===== src/rtl/uart_tx_buf.sv =====
// -----------------------------------------------------------------------------
// uart_tx_buf
//
// Byte FIFO plus launch sequencer placed directly in front of uart_tx. Producers
// push bytes at up to one per clock; the sequencer pops one byte at a time and
// hands it to uart_tx with a single-cycle enable pulse, then follows the
// uart_tx_busy handshake (rise, then fall) before launching the next byte.
//
// Ports
//   clk           in   system clock
//   rst_n         in   asynchronous active-low reset
//   wr_en         in   write strobe, one byte per cycle
//   wr_data[7:0]  in   byte to enqueue
//   flush         in   synchronous FIFO clear (does not abort a launched byte)
//   full          out  FIFO holds DEPTH bytes (registered)
//   fifo_cnt      out  bytes currently stored, 0..DEPTH
//   ovf           out  one-cycle pulse: a write was dropped because FIFO full
//   uart_tx_busy  in   busy flag from uart_tx
//   uart_tx_en    out  one-cycle launch pulse to uart_tx
//   uart_tx_data  out  launched byte, held until the next launch
//   tx_done       out  one-cycle pulse when busy falls after a launch
//   hs_err        out  one-cycle pulse when busy never rose within BUSY_TMO
// -----------------------------------------------------------------------------
module uart_tx_buf #(
   parameter int DEPTH    = 16,
   parameter int ADDR_W   = 4,
   parameter int BUSY_TMO = 4
) (
   input  logic              clk,
   input  logic              rst_n,
   input  logic              wr_en,
   input  logic [7:0]        wr_data,
   input  logic              flush,
   output logic              full,
   output logic [ADDR_W:0]   fifo_cnt,
   output logic              ovf,
   input  logic              uart_tx_busy,
   output logic              uart_tx_en,
   output logic [7:0]        uart_tx_data,
   output logic              tx_done,
   output logic              hs_err
);

   // The timeout counter only has to hold 0..BUSY_TMO-1: the cycle that would
   // reach BUSY_TMO is the one that leaves WAIT_HI.
   localparam int                TMO_W     = (BUSY_TMO < 2) ? 1 : $clog2(BUSY_TMO);
   localparam logic [TMO_W-1:0]  TMO_LAST  = TMO_W'(BUSY_TMO - 1);
   localparam logic [ADDR_W:0]   DEPTH_CNT = (ADDR_W + 1)'(DEPTH);

   typedef enum logic [1:0] {
      S_IDLE    = 2'd0,
      S_LAUNCH  = 2'd1,
      S_WAIT_HI = 2'd2,
      S_WAIT_LO = 2'd3
   } state_t;

   state_t              r_state;
   state_t              w_state_nxt;

   logic [7:0]          r_mem [DEPTH];
   logic [ADDR_W-1:0]   r_wr_ptr;
   logic [ADDR_W-1:0]   r_rd_ptr;
   logic [ADDR_W:0]     r_cnt;
   logic [ADDR_W:0]     w_cnt_nxt;
   logic                r_full;
   logic                r_ovf;
   logic                r_tx_en;
   logic [7:0]          r_tx_data;
   logic                r_done;
   logic                r_err;
   logic [TMO_W-1:0]    r_tmo;

   logic                w_push;
   logic                w_pop;
   logic                w_tmo_clr;
   logic                w_tmo_inc;
   logic                w_done_set;
   logic                w_err_set;

   // Full is judged on the registered flag, so a write while full is dropped
   // even when the sequencer pops in the same cycle. Flush wins over a write.
   assign w_push = wr_en & ~r_full & ~flush;

   // ---------------------------------------------------------------------------
   // Sequencer: state register
   // ---------------------------------------------------------------------------
   always_ff @(posedge clk or negedge rst_n) begin
      if (!rst_n) begin
         r_state <= S_IDLE;
      end else begin
         r_state <= w_state_nxt;
      end
   end

   // ---------------------------------------------------------------------------
   // Sequencer: next state and per-cycle actions
   // ---------------------------------------------------------------------------
   always_comb begin
      w_state_nxt = r_state;
      w_pop       = 1'b0;
      w_tmo_clr   = 1'b0;
      w_tmo_inc   = 1'b0;
      w_done_set  = 1'b0;
      w_err_set   = 1'b0;
      case (r_state)
         S_IDLE: begin
            // Flush is held off here so a pop never races a pointer clear.
            if ((r_cnt != '0) && !uart_tx_busy && !flush) begin
               w_state_nxt = S_LAUNCH;
               w_pop       = 1'b1;
            end
         end
         S_LAUNCH: begin
            w_state_nxt = S_WAIT_HI;
            w_tmo_clr   = 1'b1;
         end
         S_WAIT_HI: begin
            if (uart_tx_busy) begin
               w_state_nxt = S_WAIT_LO;
            end else if (r_tmo == TMO_LAST) begin
               // The byte is considered consumed; it is not retried.
               w_state_nxt = S_IDLE;
               w_err_set   = 1'b1;
            end else begin
               w_tmo_inc   = 1'b1;
            end
         end
         S_WAIT_LO: begin
            if (!uart_tx_busy) begin
               w_state_nxt = S_IDLE;
               w_done_set  = 1'b1;
            end
         end
         default: begin
            w_state_nxt = S_IDLE;
         end
      endcase
   end

   // ---------------------------------------------------------------------------
   // Occupancy: never above DEPTH (push gated by full), never below 0 (pop
   // gated by a non-zero count).
   // ---------------------------------------------------------------------------
   always_comb begin
      w_cnt_nxt = r_cnt;
      if (flush) begin
         w_cnt_nxt = '0;
      end else begin
         case ({w_push, w_pop})
            2'b10:   w_cnt_nxt = r_cnt + (ADDR_W + 1)'(1);
            2'b01:   w_cnt_nxt = r_cnt - (ADDR_W + 1)'(1);
            default: w_cnt_nxt = r_cnt;
         endcase
      end
   end

   // ---------------------------------------------------------------------------
   // Pointers, flags and launch outputs
   // ---------------------------------------------------------------------------
   always_ff @(posedge clk or negedge rst_n) begin
      if (!rst_n) begin
         r_wr_ptr  <= '0;
         r_rd_ptr  <= '0;
         r_cnt     <= '0;
         r_full    <= 1'b0;
         r_ovf     <= 1'b0;
         r_tx_en   <= 1'b0;
         r_tx_data <= 8'h00;
         r_done    <= 1'b0;
         r_err     <= 1'b0;
         r_tmo     <= '0;
      end else begin
         r_cnt   <= w_cnt_nxt;
         r_full  <= (w_cnt_nxt == DEPTH_CNT);
         r_ovf   <= wr_en & r_full & ~flush;
         r_tx_en <= w_pop;
         r_done  <= w_done_set;
         r_err   <= w_err_set;

         if (flush) begin
            r_wr_ptr <= '0;
            r_rd_ptr <= '0;
         end else begin
            if (w_push) begin
               r_wr_ptr <= r_wr_ptr + ADDR_W'(1);
            end
            if (w_pop) begin
               r_rd_ptr <= r_rd_ptr + ADDR_W'(1);
            end
         end

         if (w_pop) begin
            r_tx_data <= r_mem[r_rd_ptr];
         end

         if (w_tmo_clr) begin
            r_tmo <= '0;
         end else if (w_tmo_inc) begin
            r_tmo <= r_tmo + TMO_W'(1);
         end
      end
   end

   // Storage carries no reset; only locations behind a valid count are read.
   always_ff @(posedge clk) begin
      if (w_push) begin
         r_mem[r_wr_ptr] <= wr_data;
      end
   end

   assign full         = r_full;
   assign fifo_cnt     = r_cnt;
   assign ovf          = r_ovf;
   assign uart_tx_en   = r_tx_en;
   assign uart_tx_data = r_tx_data;
   assign tx_done      = r_done;
   assign hs_err       = r_err;

endmodule


===== config.mk =====
export PLATFORM = sky130hd
export DESIGN_NAME = uart_tx_buf
export DESIGN_NICKNAME = d
export VERILOG_FILES = /design/src/rtl/uart_tx_buf.sv
export SDC_FILE = /design/constraint.sdc
export NUM_CORES = 1
export LEC_CHECK = 0
export ABC_AREA = 1
export ABC_CLOCK_PERIOD_IN_PS = 2070
export BUFFER_PORTS_ARGS = -buffer_cell sky130_fd_sc_hd__clkbuf_2
export CAP_MARGIN = 20
export CORE_UTILIZATION = 57
export CTS_BUF_LIST = sky130_fd_sc_hd__clkbuf_8
export CTS_CLUSTER_SIZE = 28
export DETAILED_ROUTE_END_ITERATION = 8
export GPL_ROUTABILITY_DRIVEN = 0
export GPL_TIMING_DRIVEN = 0
export PLACE_DENSITY_LB_ADDON = 0.25
export RECOVER_POWER = 100
export SLEW_MARGIN = 30
export SYNTH_ARGS = -nofsm -noshare
export SYNTH_HDL_FRONTEND = slang
export SYNTH_SLANG_ARGS = --single-unit

===== constraint.sdc =====
create_clock -name clk -period 2.07 [get_ports clk]
set_clock_uncertainty 0.05 [all_clocks]
set_input_delay 0.3105 -clock clk [delete_from_list [all_inputs] [get_ports clk]]
set_output_delay 0.3105 -clock clk [all_outputs]
set_load 0.1 [all_outputs]

=== Word-level counts from Yosys, hierarchy flattened ===
Memories as Yosys holds them, arrays and structs flattened. A register that Yosys moved wholly into a read port is not among the register bits.
Index checks and enable logic that the tools add are counted.

* Bitwise logic cells: 6
* Reduce and logical (&&, ||, !) cells: 11
* Multiplexer cells: 26
* Equal/unequal tests: 10
* Add/subtract/negate cells: 5

{| class="wikitable"
|+ Operators by type and width
! kind !! count
|-
| $mux 4 || 4
|-
| $mux 1 || 13
|-
| $mux 2 || 6
|-
| $pmux 5 s2 || 1
|-
| $add 4x1->4 const B || 2
|-
| $eq 2x2->1 const B || 4
|-
| $pmux 2 s4 || 1
|-
| $reduce_bool 2->1 || 3
|-
| $add 5x1->5 const B || 1
|-
| $eq 5x5->1 const B || 1
|-
| $mux 5 || 1
|-
| $reduce_bool 5->1 || 1
|-
| $sub 5x1->5 const B || 1
|-
| $and 1x1->1 || 4
|-
| $eq 2x1->1 const B || 2
|-
| $ne 2x2->1 const B || 2
|-
| $logic_not 1->1 || 3
|-
| $ne 3x3->1 const B || 1
|-
| $reduce_and 3->1 || 1
|-
| $add 2x1->2 const B || 1
|-
| $logic_and 1x1->1 || 2
|-
| $logic_not 2->1 || 1
|-
| $not 1->1 || 2
|}

* RAM bits: 128
* Memories: 1
* Input bits: 13
* Register bits after elaboration: 22

{| class="wikitable"
|+ Memory list
! name !! words !! width !! rd ports !! clocked after memory_dff !! write ports !! line !! source
|-
| r_mem || 16 || 8 || 1 || 1 || 1 || 60 || <nowiki>logic [7:0] r_mem [DEPTH];</nowiki>
|}

=== Longest topological paths before layout ===
Gate-level depths: netlist (run 1).

* Word-level depth: 9
* Mapped depth: 19

=== Worst setup path after synthesis (run 1) ===
OpenSTA, ideal clock, no wires.

* Path kind: register -> register
* Start: reg r_cnt[3], in the netlist fifo_cnt[3]
* End: reg r_full, in the netlist full
* Path buffers: 1
* Data required time: 1.948 ns
* Cell stages (with the launch flop): 16
* Slack: -0.938 ns
* Arrival: 2.887 ns
* Clock period less this slack: 3.008 ns
* Cells stage by stage: dfrtp_1 inv_1 nand4_1 nand4_1 inv_1 buf_2 ha_1 nand2_1 inv_1 nor2_1 ha_1 o21ai_0 o21ai_1 a21oi_1 nand2_1 nor2_1

* Word-level cells in the longest chain between the ends: 9
* Elaborated cells between the ends (all ways): 12

{| class="wikitable"
|+ RTL lines
! item !! line !! source
|-
| from (decl) || 63 || <nowiki>logic [ADDR_W:0] r_cnt;</nowiki>
|-
| from (signal assigned) || 173 || <nowiki>r_cnt <= w_cnt_nxt;</nowiki>
|-
| $reduce_bool 5->1 * || 108 || <nowiki>if ((r_cnt != '0) && !uart_tx_busy && !flush) begin</nowiki>
|-
| $logic_and 1x1->1 * (2 in a row) || 108 ||
|-
| $mux 1 * || 108 ||
|-
| $mux 1 * || 105 || <nowiki>case (r_state)</nowiki>
|-
| net w_pop || 74 || <nowiki>logic w_pop;</nowiki>
|-
| $eq 2x1->1 or $eq 2x2->1 (tied branches) || 149 || <nowiki>case ({w_push, w_pop})</nowiki>
|-
| $pmux 5 s2 * || 149 ||
|-
| $mux 5 * || 146 || <nowiki>if (flush) begin</nowiki>
|-
| $eq 5x5->1 * || 174 || <nowiki>r_full <= (w_cnt_nxt == DEPTH_CNT);</nowiki>
|-
| to (signal assigned) || 174 ||
|-
| to (decl) || 65 || <nowiki>logic r_full;</nowiki>
|}

Mark *: on every way through the listed nets, which the timed path passes. The rest lies on a longest branch.
A chain may end at the register's enable or synchronous reset.

=== Worst setup path after layout (run 1) ===
* Start: reg r_cnt[2], in the netlist fifo_cnt[2]
* End: reg r_full, in the netlist full

* Word-level cells in the longest chain between the ends: 9
* Elaborated cells between the ends (all ways): 12

{| class="wikitable"
|+ RTL lines
! item !! line
|-
| $reduce_bool 5->1 || 108
|-
| $logic_and 1x1->1 (2 in a row) || 108
|-
| $mux 1 || 108
|-
| $mux 1 || 105
|-
| $eq 2x1->1 or $eq 2x2->1 (tied branches) || 149
|-
| $pmux 5 s2 * || 149
|-
| $mux 5 * || 146
|-
| $eq 5x5->1 * || 174
|}

Mark *: on every way between the ends. The rest lies on a longest branch, timed or not.

==> impl_metrics.csv, run 1 <==
group,metric,value,unit
cells_and_area,n_antenna_cell,0,
logic_synthesis,synth_cells,594,
floorplanning,io_pins,31,
cells_and_area,drive_above_1_share,0.196,
logic_synthesis,yosysTopAreaCellShare,0.576,
timing,finalHoldViolCount,0,
cells_and_area,post-route-util,0.677,
global_route,grt_max_degree,31,
min_path,min_path_type,"primary input to register",
timing,setup_ws,-0.274,ns
logic_synthesis,syn_nets,616,
routing,drt-initial-drc-count,443,
power_and_ir_drop,finalPower,8.29,mW
global_route,antenna_found_initial,0,
setup_path,r2r_start,"fifo_cnt[2]",
place,numPortBuffers,29,
timing,fmax,0.427,GHz
timing,relSlewSlack,0.324,
floorplanning,start_util,0.584,
place,hpwl,10700,µm
setup_path,crit_fanout,5,
cells_and_area,layout_common_cells,"nor2_1, edfxtp_1, nand2_1",
logic_synthesis,synth_area,6670,µm²
flow_run,drv_cap,0,
setup_path,required,2.41,ns
clocking,clock_sinks,158,
min_path,worstHoldStart,"flush",
global_route,gr-usage-all-layers,0.292,
routing,vias_per_cell,5.84,
setup_path,reg2regPathDepth,14,
power_and_ir_drop,leakage,2.94,nW
clocking,clkTransAtPathRegs,0.08,ns
clocking,cts_tree,"yes",
global_route,overflow,0,
setup_path,startpoint_type,"register",
status,outcome,"finished, violations left",
setup_path,r2r-end,"full",
power_and_ir_drop,peakVddDrop,0.733,mV
clocking,worstSkewPairLatency,0.45,ns
setup_path,r2r_slack,-0.27,ns
floorplanning,die_width,110,µm
floorplanning,placementRows,39,
status,violations,"negative setup slack",
power_and_ir_drop,power.density,1070,nW/µm²
logic_synthesis,synth_largest_area_cell,"edfxtp_1",
timing,rsz0062_at_grt,"yes",
setup_path,endpoint_kind,"register",
cells_and_area,area_growth,15.9,%
logic_synthesis,seq_area_frac_synth,0.689,
timing,slew_violations,0,
timing,setup-tns-final,-0.999,ns
routing,first_pass_iters,5,
routing,wl,16400,µm
min_path,hold_depth,2,
cells_and_area,fill_cells,831,
global_route,grt_pass1_wl,24600,µm
logic_synthesis,yosysWarnings,0,
logic_synthesis,synth_cell_types,26,
cells_and_area,layout_commonest_cell,"nor2_1",
clocking,h-tree-depth,4,
setup_path,worstPathArrival,2.68,ns
clocking,cts_root_buf,"clkbuf_8",
min_path,worst_hold_path.endpoint,"ovf",
timing,setup_violations,5,
routing,wl_per_cell,20.2,µm
global_route,grt_pass1_vias,4545,
logic_synthesis,synth-seq-cells,158,
floorplanning,die_area,12100,µm²
logic_synthesis,synthTopCellsByArea,"edfxtp_1, dfrtp_1, nor2_1",
floorplanning,die_h,110,µm
timing,period_share,1.13,
setup_path,worstSetupPathType,"register to register",
clocking,cts-buffers-inserted,17,
routing,vias,4729,
routing,drc,0,
logic_synthesis,syn_avg_cell_area,11.2,µm²
routing,ant_nets,0,
floorplanning,core-area,11400,µm²
timing,finalCriticalPeriod,2.34,ns
clocking,clk_path_buf_depth,2,
timing,worstMarginPinSlew,1.01,ns
cells_and_area,final_nets,677,
worst max path at each step:
stage / startpoint / to / slack, ns / cells past startpoint
2_1_floorplan: fifo_cnt[1] / full / -0.30 / 19
3_3_place_gp: fifo_cnt[1] / full / -0.42 / 15
3_5_place_dp: fifo_cnt[1] / full / -0.48 / 15
4_1_cts: fifo_cnt[0] / full / -0.33 / 17
5_1_grt: fifo_cnt[1] / full / -0.37 / 16
6_report: fifo_cnt[2] / full / -0.27 / 14
routing by layer:
layer | part of all wire | GRT usage | vias to the layer above
li1 | - | - | 2179
met1 | 0.40 | 0.395 | 2307
met2 | 0.49 | 0.453 | 202
met3 | 0.080 | 0.0676 | 41
met4 | 0.032 | 0.136 | 0
met5 | 0 | 0 | -
state kept, by name, summed over array words and instances (netlist names):
name and flops:
fifo_cnt 5, full 1, hs_err 1, ovf 1, r_mem 128, r_rd_ptr 4
r_state 2, r_tmo 2, r_wr_ptr 4, tx_done 1, uart_tx_data 8, uart_tx_en 1
logic make-up (layout without fill, tap and decap cells):
kind of cell	count (synthesis)	in the layout	share of synthesized area
buffers and inverters	61	134	0.0480
DFF	158	158	0.689
adders and majority gates	9	9	0.0169
and+or+nand+nor	256	256	0.153
AOI/OAI and AO/OA	107	107	0.0891
xor gates and xnor gates	3	3	0.00394
Yosys cell counts:
cell type  instances
buf_2             13
buf_6              8
nand3_1           39
o21ai_1           51
a211oi_1           1
o211ai_1          21
ha_1               9
o21ai_0           25
nand4_1            2
inv_1             27
xnor2_1            2
or2_0              1
a22o_1             1
edfxtp_1         128
dfrtp_1           30
nor3_1             1
clkinv_1           1
buf_4              4
nor4_1             1
nand2_1           69
nor2_1           142
nor2_2             1
clkbuf_1           4
inv_2              4
xor2_1             1
a21oi_1            8
per-stage QoR:
step	std cells	cell area, µm²	setup WS (ns)	hold WS, ns
after floorplan	594	6720	-0.296	-0.0351
after global placement	766	7050	-0.418	0.353
after detailed placement	766	7050	-0.485	0.371
after CTS	810	7680	-0.334	0.0598
after global routing	810	7730	-0.373	0.0929
final	810	7730	-0.274	0.0971
worst max-delay path, stage by stage, from the launching register on:
cell and delay (ns):
dfrtp_4 0.52, inv_2 0.08, nand4_1 0.16, nand4_1 0.19, inv_2 0.11, ha_4 0.19, nand2_2 0.06, inv_2 0.05
nor2_4 0.13, ha_4 0.22, o21ai_4 0.15, o21ai_2 0.09, a21oi_2 0.11, nand2_1 0.08, nor2_2 0.09
report_power, final:
group	switching, mW	total, mW	internal [mW]	leakage (nW)
clock	1.09	2.62	1.53	0.232
combinational	1.48	1.94	0.457	1.17
sequential	0.115	3.72	3.61	1.54
total	2.69	8.29	5.60	2.94
what timing repair did:
item	in CTS	in global routing
hold endpoints to repair	31	0
endpoints found under the setup margin	14	22
pin swaps	14	11
hold buffers	2	0
gates resized for setup	17	20
buffers inserted	11	1
final cells by class:
class,count,area [µm²],area share
repair buffers,43,249,0.0322
inverters,32,120,0.0155
clock inverters,14,224,0.0290
well taps,143,179,0.0231
flip-flops and latches,158,4620,0.597
multi-input cells,375,1910,0.247
plain buffers,28,195,0.0252
clock buffers,17,234,0.0303
(Power assumes the default switching activity.)
==> run 2, diff against run 1 <==
Settings changed: CORE_UTILIZATION 57 to 55.
==> run 2 against run 1 <==
- the run ends with design-rule violations, negative setup slack left
- worst setup slack better by 0.089 ns
- via count is 2.1% lower
- combinational power down 5%
- core utilization shrank 2.1 points
- clock-buffer cell count up 5
- wire length fell by 2.4%
- worst hold slack lost 0.075 ns
- critical path type unchanged
- largest power group unchanged
- highest routed layer unchanged
==> impl_metrics.csv, run 2 (synthesis results as in run 1) <==
group,metric,value,unit
status,outcome,"finished, violations left",
status,violations,"design-rule violations, negative setup slack",
timing,setup_ws,-0.184,ns
routing,vias,4628,
power_and_ir_drop,p_comb_frac,0.233,
power_and_ir_drop,leakage,2.91,nW
place,numPortBuffers,29,
cells_and_area,layout_commonest_cell,"nor2_1",
timing,fmax,0.444,GHz
setup_path,critPathLaunch,"fifo_cnt[1]",
routing,ant_nets,0,
cells_and_area,regMostFlops,"r_mem",
floorplanning,die_width,112,µm
power_and_ir_drop,seq_power_share,0.468,
floorplanning,die_area,12600,µm²
power_and_ir_drop,sw_frac_of_total,0.323,
place,hpwl,10500,µm
setup_path,crit_fanout,4,
routing,wl,16000,µm
cells_and_area,stdcell_count,807,
power_and_ir_drop,peakVddDrop,0.645,mV
setup_path,reg2regPathDepth,14,
setup_path,worstSetupPathType,"register to register",
global_route,grt_pass1_vias,4440,
global_route,grt_max_degree,31,
power_and_ir_drop,switchingPower,2.57,mW
cells_and_area,fill_cells,896,
place,dp_cells,766,
timing,period_share,1.09,
clocking,h-tree-depth,4,
timing,holdWs,0.0219,ns
routing,drt-initial-drc-count,551,
setup_path,critical_path.endpoint,"full",
clocking,cts_tree,"yes",
floorplanning,io_pins,31,
cells_and_area,drive_above_1_share,0.175,
routing,wl_per_cell,19.8,µm
routing,first_pass_iters,7,
setup_path,r2r_slack,-0.18,ns
global_route,antenna_found_initial,0,
clocking,clkTransAtPathRegs,0.08,ns
power_and_ir_drop,p_int,5.38,mW
timing,relSlewSlack,0.420,
timing,slew_violations,0,
power_and_ir_drop,finalPower,7.95,mW
cells_and_area,final_nets,673,
place,place_ws,-0.434,ns
cells_and_area,area_growth,14.2,%
clocking,worstSkewPairLatency,0.45,ns
global_route,gr-usage-all-layers,0.271,
setup_path,startpoint_type,"register",
cells_and_area,largest_reg_flops,128,
power_and_ir_drop,power.density,1040,nW/µm²
clocking,cts_root_buf,"clkbuf_8",
timing,rsz0062_at_grt,"yes",
timing,finalCriticalPeriod,2.25,ns
clocking,clock_sinks,158,
floorplanning,placementRows,39,
routing,vias_per_cell,5.73,
clocking,cts-buffers-inserted,17,
setup_path,r2r_start,"fifo_cnt[1]",
timing,setup_violations,4,
setup_path,worstPathArrival,2.58,ns
cells_and_area,n_antenna_cell,0,
routing,drc,1,
flow_run,drv_cap,0,
floorplanning,start_util,0.574,
global_route,overflow,0,
power_and_ir_drop,p_clk_frac,0.300,
timing,finalHoldViolCount,0,
cells_and_area,layout_common_cells,"nor2_1, edfxtp_1, nand2_1",
setup_path,endpoint_kind,"register",
setup_path,required,2.40,ns
floorplanning,core-area,11600,µm²
timing,setup-tns-final,-0.478,ns
timing,worstMarginPinSlew,0.871,ns
global_route,grt_pass1_wl,24500,µm
clocking,clk_path_buf_depth,2,
min_path,min_path_type,"primary input to register",
setup_path,r2r-end,"full",
floorplanning,die_h,112,µm
## run 2: worst min path at each step
stage / endpoint / cells after the start / from
5_1_grt: ovf / 3 / wr_en
2_1_floorplan: hs_err / 0 / rst_n
6_report: ovf / 3 / wr_en
3_3_place_gp: fifo_cnt[2] / 1 / rst_n
3_5_place_dp: fifo_cnt[3] / 1 / rst_n
4_1_cts: ovf / 3 / wr_en
## run 2: layout make-up
class,count,area (µm²),share of cell area
clock inverters,10,121,0.0159
clock buffers,22,303,0.0397
flip-flops and latches,158,4620,0.606
plain buffers,28,195,0.0256
multi-input cells,375,1870,0.246
inverters,32,120,0.0158
well taps,143,179,0.0235
repair buffers,39,213,0.0279
## run 2: worst max-delay path: stages (launching register included)
cell and delay (ns):
dfrtp_4 0.50, nor2_4 0.10, nand4_1 0.10, nand4_1 0.16, inv_2 0.09, ha_4 0.19
nand2_2 0.06, inv_2 0.05, nor2_4 0.13, ha_4 0.22, o21ai_4 0.16, o21ai_2 0.08
a21oi_1 0.12, nand2_1 0.08, nor2_2 0.10
## run 2: repair_timing
item | CTS | global route
cloned | 0 | 0
setup endpoints to repair | 6 | 14
endpoints found under the hold margin | 30 | 0
hold buffers | 1 | 0
buffers inserted | 7 | 2
gates resized for setup | 18 | 9
pin swaps | 11 | 8
## run 2: through the flow
step / util / cell area, µm²
after global placement: 0.607 / 7050
after global routing: 0.656 / 7620
after detailed placement: 0.607 / 7050
after floorplan: - / 6720
after CTS: 0.654 / 7600
final: 0.656 / 7620
## run 2: power by group through the flow
stage / combinational (mW) / sequential (mW) / clock [mW]
detailed placement: 1.75 / 3.78 / 0
global placement: 1.72 / 3.77 / 0
floorplan: 0.673 / 4.45 / 0
CTS: 1.83 / 3.71 / 2.40
finish: 1.85 / 3.72 / 2.38
global route: 1.97 / 3.73 / 2.53
## run 2: per-layer routing
layer	vias up	share of wire	global-route usage	wire length, µm
met5	-	0	0	0
met4	0	0.032	0.140	507
met3	42	0.072	0.0637	1150
met2	174	0.50	0.436	7920
met1	2241	0.40	0.347	6400
li1	2171	-	-	-
